**config.mk**
```make
export PLATFORM = sky130hd
export DESIGN_NAME = prime_numbers
export DESIGN_NICKNAME = d
export VERILOG_FILES = /design/src/rtl/prime_numbers.sv
export SDC_FILE = /design/constraint.sdc
export NUM_CORES = 1
export LEC_CHECK = 0
export CAP_MARGIN = 20
export CORE_AREA = 2 2 40 42
export CTS_BUF_LIST = sky130_fd_sc_hd__clkbuf_8
export CTS_CLUSTER_DIAMETER = 80
export CTS_CLUSTER_SIZE = 8
export DETAILED_ROUTE_END_ITERATION = 7
export DIE_AREA = 0 0 42 44
export PLACE_DENSITY = 0.75
export SETUP_SLACK_MARGIN = 0.5
export SKIP_CTS_REPAIR_TIMING = 1
export SLEW_MARGIN = 20
export SYNTH_ARGS = -nofsm -noshare
export SYNTH_HDL_FRONTEND = slang
export SYNTH_SLANG_ARGS = --single-unit
```
**constraint.sdc**
```tcl
create_clock -name clk -period 1.7 [get_ports clk]
set_input_delay 0.17 -clock clk [delete_from_list [all_inputs] [get_ports clk]]
set_output_delay 0.17 -clock clk [all_outputs]
set_load 0.05 [all_outputs]
```
**src/rtl/prime_numbers.sv**
```systemverilog
// rtl/prime_numbers.sv - registered prime/composite classifier for a 4-bit operand with saturating prime counter
module prime_numbers #(
    parameter int COUNT_WIDTH = 8
) (
    input  logic                   clk,
    input  logic                   rst_n,
    input  logic [3:0]             a,
    input  logic                   in_valid,
    input  logic                   clear,
    output logic                   x,
    output logic                   is_composite,
    output logic                   out_valid,
    output logic [COUNT_WIDTH-1:0] prime_count
);

    localparam logic [COUNT_WIDTH-1:0] COUNT_MAX = '1;

    logic a_prime;
    logic a_composite;

    // 0 and 1 fall into neither class.
    always_comb begin
        a_prime     = 1'b0;
        a_composite = 1'b0;
        case (a)
            4'd2, 4'd3, 4'd5, 4'd7, 4'd11, 4'd13: a_prime     = 1'b1;
            4'd0, 4'd1:                           a_composite = 1'b0;
            default:                              a_composite = 1'b1;
        endcase
    end

    always_ff @(posedge clk or negedge rst_n) begin
        if (!rst_n) begin
            x            <= 1'b0;
            is_composite <= 1'b0;
            out_valid    <= 1'b0;
            prime_count  <= '0;
        end else begin
            out_valid <= in_valid;
            if (in_valid) begin
                x            <= a_prime;
                is_composite <= a_composite;
            end
            // clear wins over a same-cycle prime increment.
            if (clear) begin
                prime_count <= '0;
            end else if (in_valid && a_prime && (prime_count != COUNT_MAX)) begin
                prime_count <= prime_count + 1'b1;
            end
        end
    end

endmodule

```
# --- Yosys cells after proc, flatten, opt, wreduce, memory -nomap -nowiden ---
# Cells that the tools add are included.
word_totals:
  ff_bits: 11
  elab_cells: 23
  out_inout_bits: 11
  inputBits: 8
classes:
  n_addsub: 1
  reduce_logical: 6
  mux: 4
  eq_ne: 8
ops:
  columns: ["cell", "n"]
  rows:
  - ["8-bit 2-to-1 mux", 2]
  - ["8-bit by 1-bit adder with 8-bit output (second input constant)", 1]
  - ["4-bit by 2-bit equality test with 1-bit output (second input constant)", 2]
  - ["4-bit by 3-bit equality test with 1-bit output (second input constant)", 2]
  - ["4-bit equality test (second input constant)", 2]
  - ["8-bit inequality test (second input constant)", 1]
  - ["8-bit OR reduction", 1]
  - ["6-bit OR reduction", 1]
  - ["4-bit by 1-bit equality test with 1-bit output (second input constant)", 1]
  - ["4-bit logical NOT", 1]
  - ["1-bit logical AND", 2]
  - ["1-bit 2-to-1 mux", 2]
  - ["2-bit nonzero test", 1]

# --- Depth between registers and ports, before layout ---
# Gate-level depths: netlist (run 1).
depth:
  ltp_word: 7
  depth_mapped: 5
  ltp_nobuf: 5

# --- Worst setup path before layout (run 1) ---
# OpenSTA, ideal clock, no wires.
synth_path:
  kind: "flip-flop to flip-flop"
  from: "reg prime_count[0]"
  to: "reg prime_count[2]"
  arrival_ns: 1.719
  slack_ns: -0.146
  setup_time_ns: 0.128
  synth_period_minus_slack_ns: 1.846
  path_stages_with_launch: 6
  path_buffers: 0
  path_cell_list: "dfrtp_1 -> ha_1 -> nand3_1 -> o21ai_2 -> nor3_1 -> mux2_1"
synth_between:
  elab_chain_cells: 3
synth_rtl:
  columns: ["element", "line", "text"]
  rows:
  - ["start: declaration", "13", "output logic [COUNT_WIDTH-1:0] prime_count"]
  - ["start signal: assignment", "48", "prime_count <= prime_count + 1'b1;"]
  - ["8-bit by 1-bit adder with 8-bit output or 8-bit inequality test (tied branches)", "48, 47", null]
  - ["8-bit 2-to-1 mux or 1-bit logical AND (tied branches)", "47", "end else if (in_valid && a_prime && (prime_count != COUNT_MAX)) begin"]
  - ["8-bit 2-to-1 mux or 2-bit nonzero test (tied branches)", null, null]
# Several ways; a longest one is shown, not always the timed one. The select of a mux whose other input is x is not followed.
# A chain may end at the register's enable or synchronous reset.

# --- Worst setup path in the final report (run 1) ---
layout_path:
  from: "reg prime_count[0]"
  to: "reg prime_count[5]"
# Same word-level chain as after synthesis.

==> impl_results.md, run 1 <==
- Synthesized area: 641.9 sq um
- Final wirelength: 1769 um
- Total die area: 1848 sq um
- H-tree depth reported by CTS: 1
- Post-DP HPWL: 1077 um
- WS Path Type: reg2reg
- P&R area growth vs syn: 63.94%
- Average routed wire per standard cell: 16.23 um
- Highest Signal Layer: met4
- Critical Path End Type: flip-flop
- Worst IR Drop VDD: 0.5368 mV
- Multi-input gate area: 442.9 sq um
- Final layout net count: 103
- Synth Register Bits: 11
- Worst-path clk slew: 0.05 ns
- RSZ-0062 raised after global routing: yes
- Number of global-route vias before repair: 545
- First-pass GRT wire length: 2415 um
- Site row count: 14
- Maximum clock path buffer count: 2
- Vias after detailed routing: 652
- Largest net degree at the start of global routing: 12
- Root Buffer: clkbuf_8
- Hold Path Class: in2async
- Met1 WL: 760 um
- Power per Cell Area: 664.3 nW/um^2
- Slowest CP cell: dfrtp_2
- Final max-slew violation count: 0
- Post-synth top flop: dfrtp_1
- Die width: 42 um
- Pre-CTS setup slack: -0.1813 ns
- Xor/xnor share of the synthesized area: 1.365%
- Met3 wire length: 102 um
- Cell taking the most area after synthesis: dfrtp_1
- Final setup margin: 0.1834 ns
- Final Critical Period: 1.517 ns
- Clk sinks: 11
- DR iter-0 viols: 10
- Num ports: 19
- Share of cells above drive strength 1: 49.46%
- DRC Markers: 0
- Multiplexer area fraction after synthesis: 8.577%
- Die height: 44 um
- Antenna violations before repair: 0
- Non-Filler Instances: 109
- Worst path required time: 1.82 ns
- Clock Latency Late Sink: 0.24 ns
- Routability cong.: 0.7487
- Initial Utilization: 45.24%
- Post-synth cell types: 28
- Met2 WL: 876 um
- Worst slew pin tran: 0.5508 ns
- Achievable Freq: 659.4 MHz
- Synth Area in Adders: 1.949%
- Most common cell in the netlist: dfrtp_1
- Critical path buffers and inverters: 0
- Ys Warns: 0
- Crit path largest cell delay: 0.44 ns
- CP Data Arrival Time: 1.64 ns
- Crit start category: flip-flop
- CORE AREA: 1419 sq um
- GR Overflow Total: 0
- Final hold violation count: 0
- Crit-path cells: ha_4 -> nand3_4 -> nor2_4 -> nor4_2 -> mux2_1
- Register area: 284.0 sq um
- Cells after Synth: 63
- LEAKAGE: 0.4744 nW
- Fill cells: 90
- CTS Buf Count: 3
- Max-cap violations: 0
- Net Count, Synth: 72
- CTS tree: done
- Fraction of registers with async set/reset: 100.0%
- Port bufs: 18
- Outcome: finished, final reports clean
- Final setup fails: 0
- Routed Antenna Nets: 0
- Synth area leaders: dfrtp_1, a21oi_1, mux2_1
- Max-slew headroom: 63.16%
- Drt via density: 5.982
- Largest family of logic cells by synthesized area: simple AND/OR/NAND/NOR gates
- Synth Area in Compound Gates: 14.42%
- Crit-path max FO: 7
- Period utilization: 89.21%
- Number of synthesized flops with an enable pin: 0
- Layout Skew: 0.0004950 ns
- Register area share after synthesis: 42.88%
- Hold_ws: 0.2884 ns
- Top cells by count, synth: dfrtp_1, a21oi_1, nor2_1
- Post-synth top area share: 42.88%
- Pre-antenna DRT Iters: 5
- Post-Syn Area per Cell: 10.19 sq um
- CP top delay family: flip-flops
- Antenna diode count: 0
- Tot GR Track Use: 17.53%
- Simple-Gate Fraction of Synth Area: 26.12%
- Dpl cells: 102
-- path summary, 6_finish.rpt --
check | cells past startpoint | slack (ns) | startpoint | to
min | 1 | 0.29 | rst_n | out_valid$_DFF_PN0_
max in group asynchronous | 1 | 1.02 | rst_n | prime_count[3]$_DFFE_PN0P_
min in group clk | 4 | 0.49 | a[3] | is_composite$_DFFE_PN0P_
max | 5 | 0.18 | prime_count[0]$_DFFE_PN0P_ | prime_count[5]$_DFFE_PN0P_
max reg2reg | 5 | 0.18 | prime_count[0]$_DFFE_PN0P_ | prime_count[5]$_DFFE_PN0P_
min reg2reg | 1 | 0.50 | is_composite$_DFFE_PN0P_ | is_composite$_DFFE_PN0P_
-- cells by family after synthesis --
group,count (synthesis)
xor+xnor,1
flops,11
compound gates,14
fa+ha+maj,1
buf+inv,6
simple gates,25
mux,5
-- sequential cells by signal, summed over array words and instances (netlist names) --
name	flops
prime_count	8
is_composite	1
out_valid	1
x	1
-- layout by cell type (no fill, tap or decap), drive strengths merged, types with 3 or more instances in the layout --
cell type      instances
buf                   17
dfrtp                 11
dlymetal6s2s           7
a21oi                  7
nor2                   6
inv                    5
mux2                   4
nor2b                  3
clkbuf                 3
clkdlybuf4s50          3
nand4                  3
o21ai                  3
nand3                  3
-- where the power goes --
part | switching (W) | internal [W] | leakage (nW) | total, W
clock | 0.000103 | 0.000159 | 0.0269 | 0.000262
sequential | 0.00000764 | 0.000273 | 0.135 | 0.000281
combinational | 0.0000934 | 0.0000628 | 0.312 | 0.000156
-- metal layers --
metal / vias to the layer above / GRT usage (%)
met5: - / 0
met4: 0 / 9.677
met3: 5 / 3.333
met2: 30 / 28.44
met1: 317 / 22.08
li1: 300 / -
-- cell type report --
type	instances	share of cell area, %
clock buffer	3	3.924
clock inverter	1	0.3567
inverter	4	1.427
multi-input combinational	47	42.09
sequential	11	26.99
tap	16	1.902
timing repair buffer	27	23.31
-- per-stage QoR --
step / TNS [ns] / power [W] / util [%] / cell area (sq um)
global route: 0 / 0.0007291 / 74.16 / 1052
global placement: -0.8228 / 0.0004240 / 64.29 / 912.1
floorplan: 0 / 0.0003597 / - / 694.4
CTS: 0 / 0.0006825 / 67.46 / 957.2
detailed placement: -1.287 / 0.0004273 / 64.29 / 912.1
finish: 0 / 0.0006991 / 74.16 / 1052
-- worst register-to-register path, cell delays in order, from the launching register on --
cell     delay, ns
dfrtp_2       0.44
ha_4          0.19
nand3_4       0.10
nor2_4        0.06
nor4_2        0.25
mux2_1        0.35
Note: power is estimated with default switching activity, not from simulation.
==> inputs of run 2 (changes only) <==
--- a/config.mk
+++ b/config.mk
@@ -5,6 +5,7 @@
 export SDC_FILE = /design/constraint.sdc
 export NUM_CORES = 1
 export LEC_CHECK = 0
+export ABC_AREA = 0
 export CAP_MARGIN = 20
 export CORE_AREA = 2 2 40 42
 export CTS_BUF_LIST = sky130_fd_sc_hd__clkbuf_8
@@ -12,7 +13,7 @@
 export CTS_CLUSTER_SIZE = 8
 export DETAILED_ROUTE_END_ITERATION = 7
 export DIE_AREA = 0 0 42 44
-export PLACE_DENSITY = 0.75
+export PLACE_DENSITY = 0.88
 export SETUP_SLACK_MARGIN = 0.5
 export SKIP_CTS_REPAIR_TIMING = 1
 export SLEW_MARGIN = 20
==> run 2 against run 1 <==
Against the previous run: critical endpoint is now prime_count[7]$_DFFE_PN0P_; combinational power is essentially flat; sequential power about the same; clock-buffer cell count unchanged; via count fell by 3.2%; critical path depth is the same; hold slack worse by 0.014 ns; final area fell by 0.95%; non-clock buffer count fell by 3; worst setup slack got worse by 0.0052 ns.
==> impl_results.md, run 2 (same netlist as run 1, synthesis figures left out) <==
- CORE AREA: 1419 sq um (unchanged)
- DRC Markers: 0 (unchanged)
- Die height: 44 um (unchanged)
- Crit-path cells: ha_4 -> nand3_4 -> nor2_4 -> or4b_4 -> a21oi_2
- Power per Cell Area: 670.7 nW/um^2 (+0.96%)
- Antenna diode count: 0 (unchanged)
- FF-to-FF Start: prime_count[0]$_DFFE_PN0P_
- Top reg by flops: prime_count
- R2R depth: 5 (unchanged)
- Crit path largest cell delay: 0.49 ns (+0.05 ns)
- Most frequent cells in the layout: buf_4, dlymetal6s2s_1, dfrtp_2, inv_1
- Port bufs: 18 (unchanged)
- Final setup margin: 0.1782 ns (-0.005248 ns)
- Slowest CP cell: or4b_4
- Hold Path Class: in2async
- RSZ-0062 raised after global routing: yes
- CP top delay family: simple AND/OR/NAND/NOR gates
- Crit start category: flip-flop
- Antenna violations before repair: 0 (unchanged)
- Final layout net count: 100 (-2.9%)
- Final Critical Period: 1.522 ns (+0.005248 ns)
- Crit-path max FO: 7 (unchanged)
- DR iter-0 viols: 15 (+5)
- CP Data Arrival Time: 1.69 ns (+0.05 ns)
- Tot GR Track Use: 16.81% (-0.72 points)
- Worst-path clk slew: 0.05 ns (about the same)
- Post-DP HPWL: 1023 um (-5.0%)
- Clk sinks: 11 (unchanged)
- Final max-slew violation count: 0 (unchanged)
- Number of global-route vias before repair: 521 (-4.4%)
- Num ports: 19 (unchanged)
- Max-cap violations: 0 (unchanged)
- CTS Buf Count: 3 (unchanged)
- Total die area: 1848 sq um (unchanged)
- WS Path Type: reg2reg
- Final setup fails: 0 (unchanged)
- Final wirelength: 1709 um (-3.4%)
- Achievable Freq: 657.1 MHz (-0.34%)
- Routability cong.: 0.8192 (+9.4%)
- Outcome: finished, final reports clean
- H-tree depth reported by CTS: 1 (unchanged)
- GR Overflow Total: 0 (unchanged)
- Average routed wire per standard cell: 16.12 um (-0.66%)
- Worst path required time: 1.87 ns (+0.05 ns)
- Site row count: 14 (unchanged)
- Fin util: 73.46% (-0.71 points)
- Most common cell after layout, fill and taps aside: buf_4
- First-pass GRT wire length: 2263 um (-6.3%)
- Dpl cells: 101 (-0.98%)
- Initial Utilization: 45.24% (unchanged)
- Pre-CTS setup slack: -0.1781 ns (+0.003224 ns)
- Period utilization: 89.52% (+0.31 points)
- Worst IR Drop VDD: 0.6924 mV (+29%)
- Worst slew pin tran: 0.5321 ns (-0.01869 ns)
- Root Buffer: clkbuf_8
- Maximum clock path buffer count: 2 (unchanged)
- Routed Antenna Nets: 0 (unchanged)
- Drt via density: 5.953 (-0.48%)
- Final hold violation count: 0 (unchanged)
- FF-to-FF setup slack: 0.18 ns (about the same)
- Die width: 42 um (unchanged)
- Vias after detailed routing: 631 (-3.2%)
- Largest register FFs: 8 (unchanged)
- Reg-to-Reg End: prime_count[7]$_DFFE_PN0P_
- P&R area growth vs syn: 62.38%
- LEAKAGE: 0.4697 nW (-1.0%)
- Largest net degree at the start of global routing: 12 (unchanged)
- Critical Path End Type: flip-flop
- CTS tree: done
- Clock Latency Late Sink: 0.24 ns (about the same)
- Layout Skew: 0.004079 ns (+0.003584 ns)
- Critical path buffers and inverters: 0 (unchanged)
- Fill cells: 99 (+10%)
- Share of cells above drive strength 1: 48.89% (-0.57 points)
- Non-Filler Instances: 106 (-2.8%)
- Pre-antenna DRT Iters: 4 (-1)
- Max-slew headroom: 64.41% (+1.2 points)
run 2: cell type report:
class	instances	area, sq um	area share, %
Sequential cell	11	284.0	27.25
Tap cell	16	20.02	1.921
Multi-Input combinational cell	47	455.4	43.70
Timing Repair Buffer	24	222.7	21.37
Inverter	4	15.01	1.441
Clock inverter	1	3.754	0.3601
Clock buffer	3	41.29	3.962
run 2: worst max path at each step:
stage,from,to,slack [ns],cells past startpoint
6_report,prime_count[0]$_DFFE_PN0P_,prime_count[7]$_DFFE_PN0P_,0.18,5
5_1_grt,prime_count[3]$_DFFE_PN0P_,prime_count[7]$_DFFE_PN0P_,0.12,4
4_1_cts,a[2],prime_count[3]$_DFFE_PN0P_,0.07,5
3_5_place_dp,a[2],prime_count[3]$_DFFE_PN0P_,-0.18,5
3_3_place_gp,a[2],prime_count[5]$_DFFE_PN0P_,-0.09,5
2_1_floorplan,prime_count[1]$_DFFE_PN0P_,prime_count[5]$_DFFE_PN0P_,0.1,5
run 2: power by group:
part	switching, W	internal, W	total, W
Clock	0.000106	0.000159	0.000265
Combinational	0.0000934	0.0000595	0.000153
Sequential	0.00000809	0.000273	0.000281
run 2: metal layers:
| metal | GRT usage, % | share of wire, % | vias to the layer above |
|---|---|---|---|
| met5 | 0 | 0 | - |
| met3 | 3.750 | 6.4 | 4 |
| met2 | 28.13 | 51 | 32 |
| li1 | - | - | 292 |
| met4 | 9.677 | 3.0 | 0 |
| met1 | 20.00 | 40 | 303 |
run 2: per-stage QoR:
stage | total power (W) | setup TNS (ns) | instance area (sq um) | hold WS (ns)
floorplan | 0.0003597 | 0 | 694.4 | -0.1256
global placement | 0.0004180 | -0.6065 | 904.6 | 0.4915
detailed placement | 0.0004232 | -1.237 | 904.6 | 0.4995
CTS | 0.0006875 | 0 | 949.7 | 0.2963
global route | 0.0007280 | 0 | 1042 | 0.3069
finish | 0.0006990 | 0 | 1042 | 0.2748
==> inputs of run 3 (changes only) <==
--- a/config.mk
+++ b/config.mk
@@ -13,6 +13,7 @@
 export CTS_CLUSTER_SIZE = 8
 export DETAILED_ROUTE_END_ITERATION = 7
 export DIE_AREA = 0 0 42 44
+export GPL_ROUTABILITY_DRIVEN = 1
 export PLACE_DENSITY = 0.88
 export SETUP_SLACK_MARGIN = 0.5
 export SKIP_CTS_REPAIR_TIMING = 1
==> results of run 3 <==
The final DEF is identical to that of run 2; final timing and power are the same.
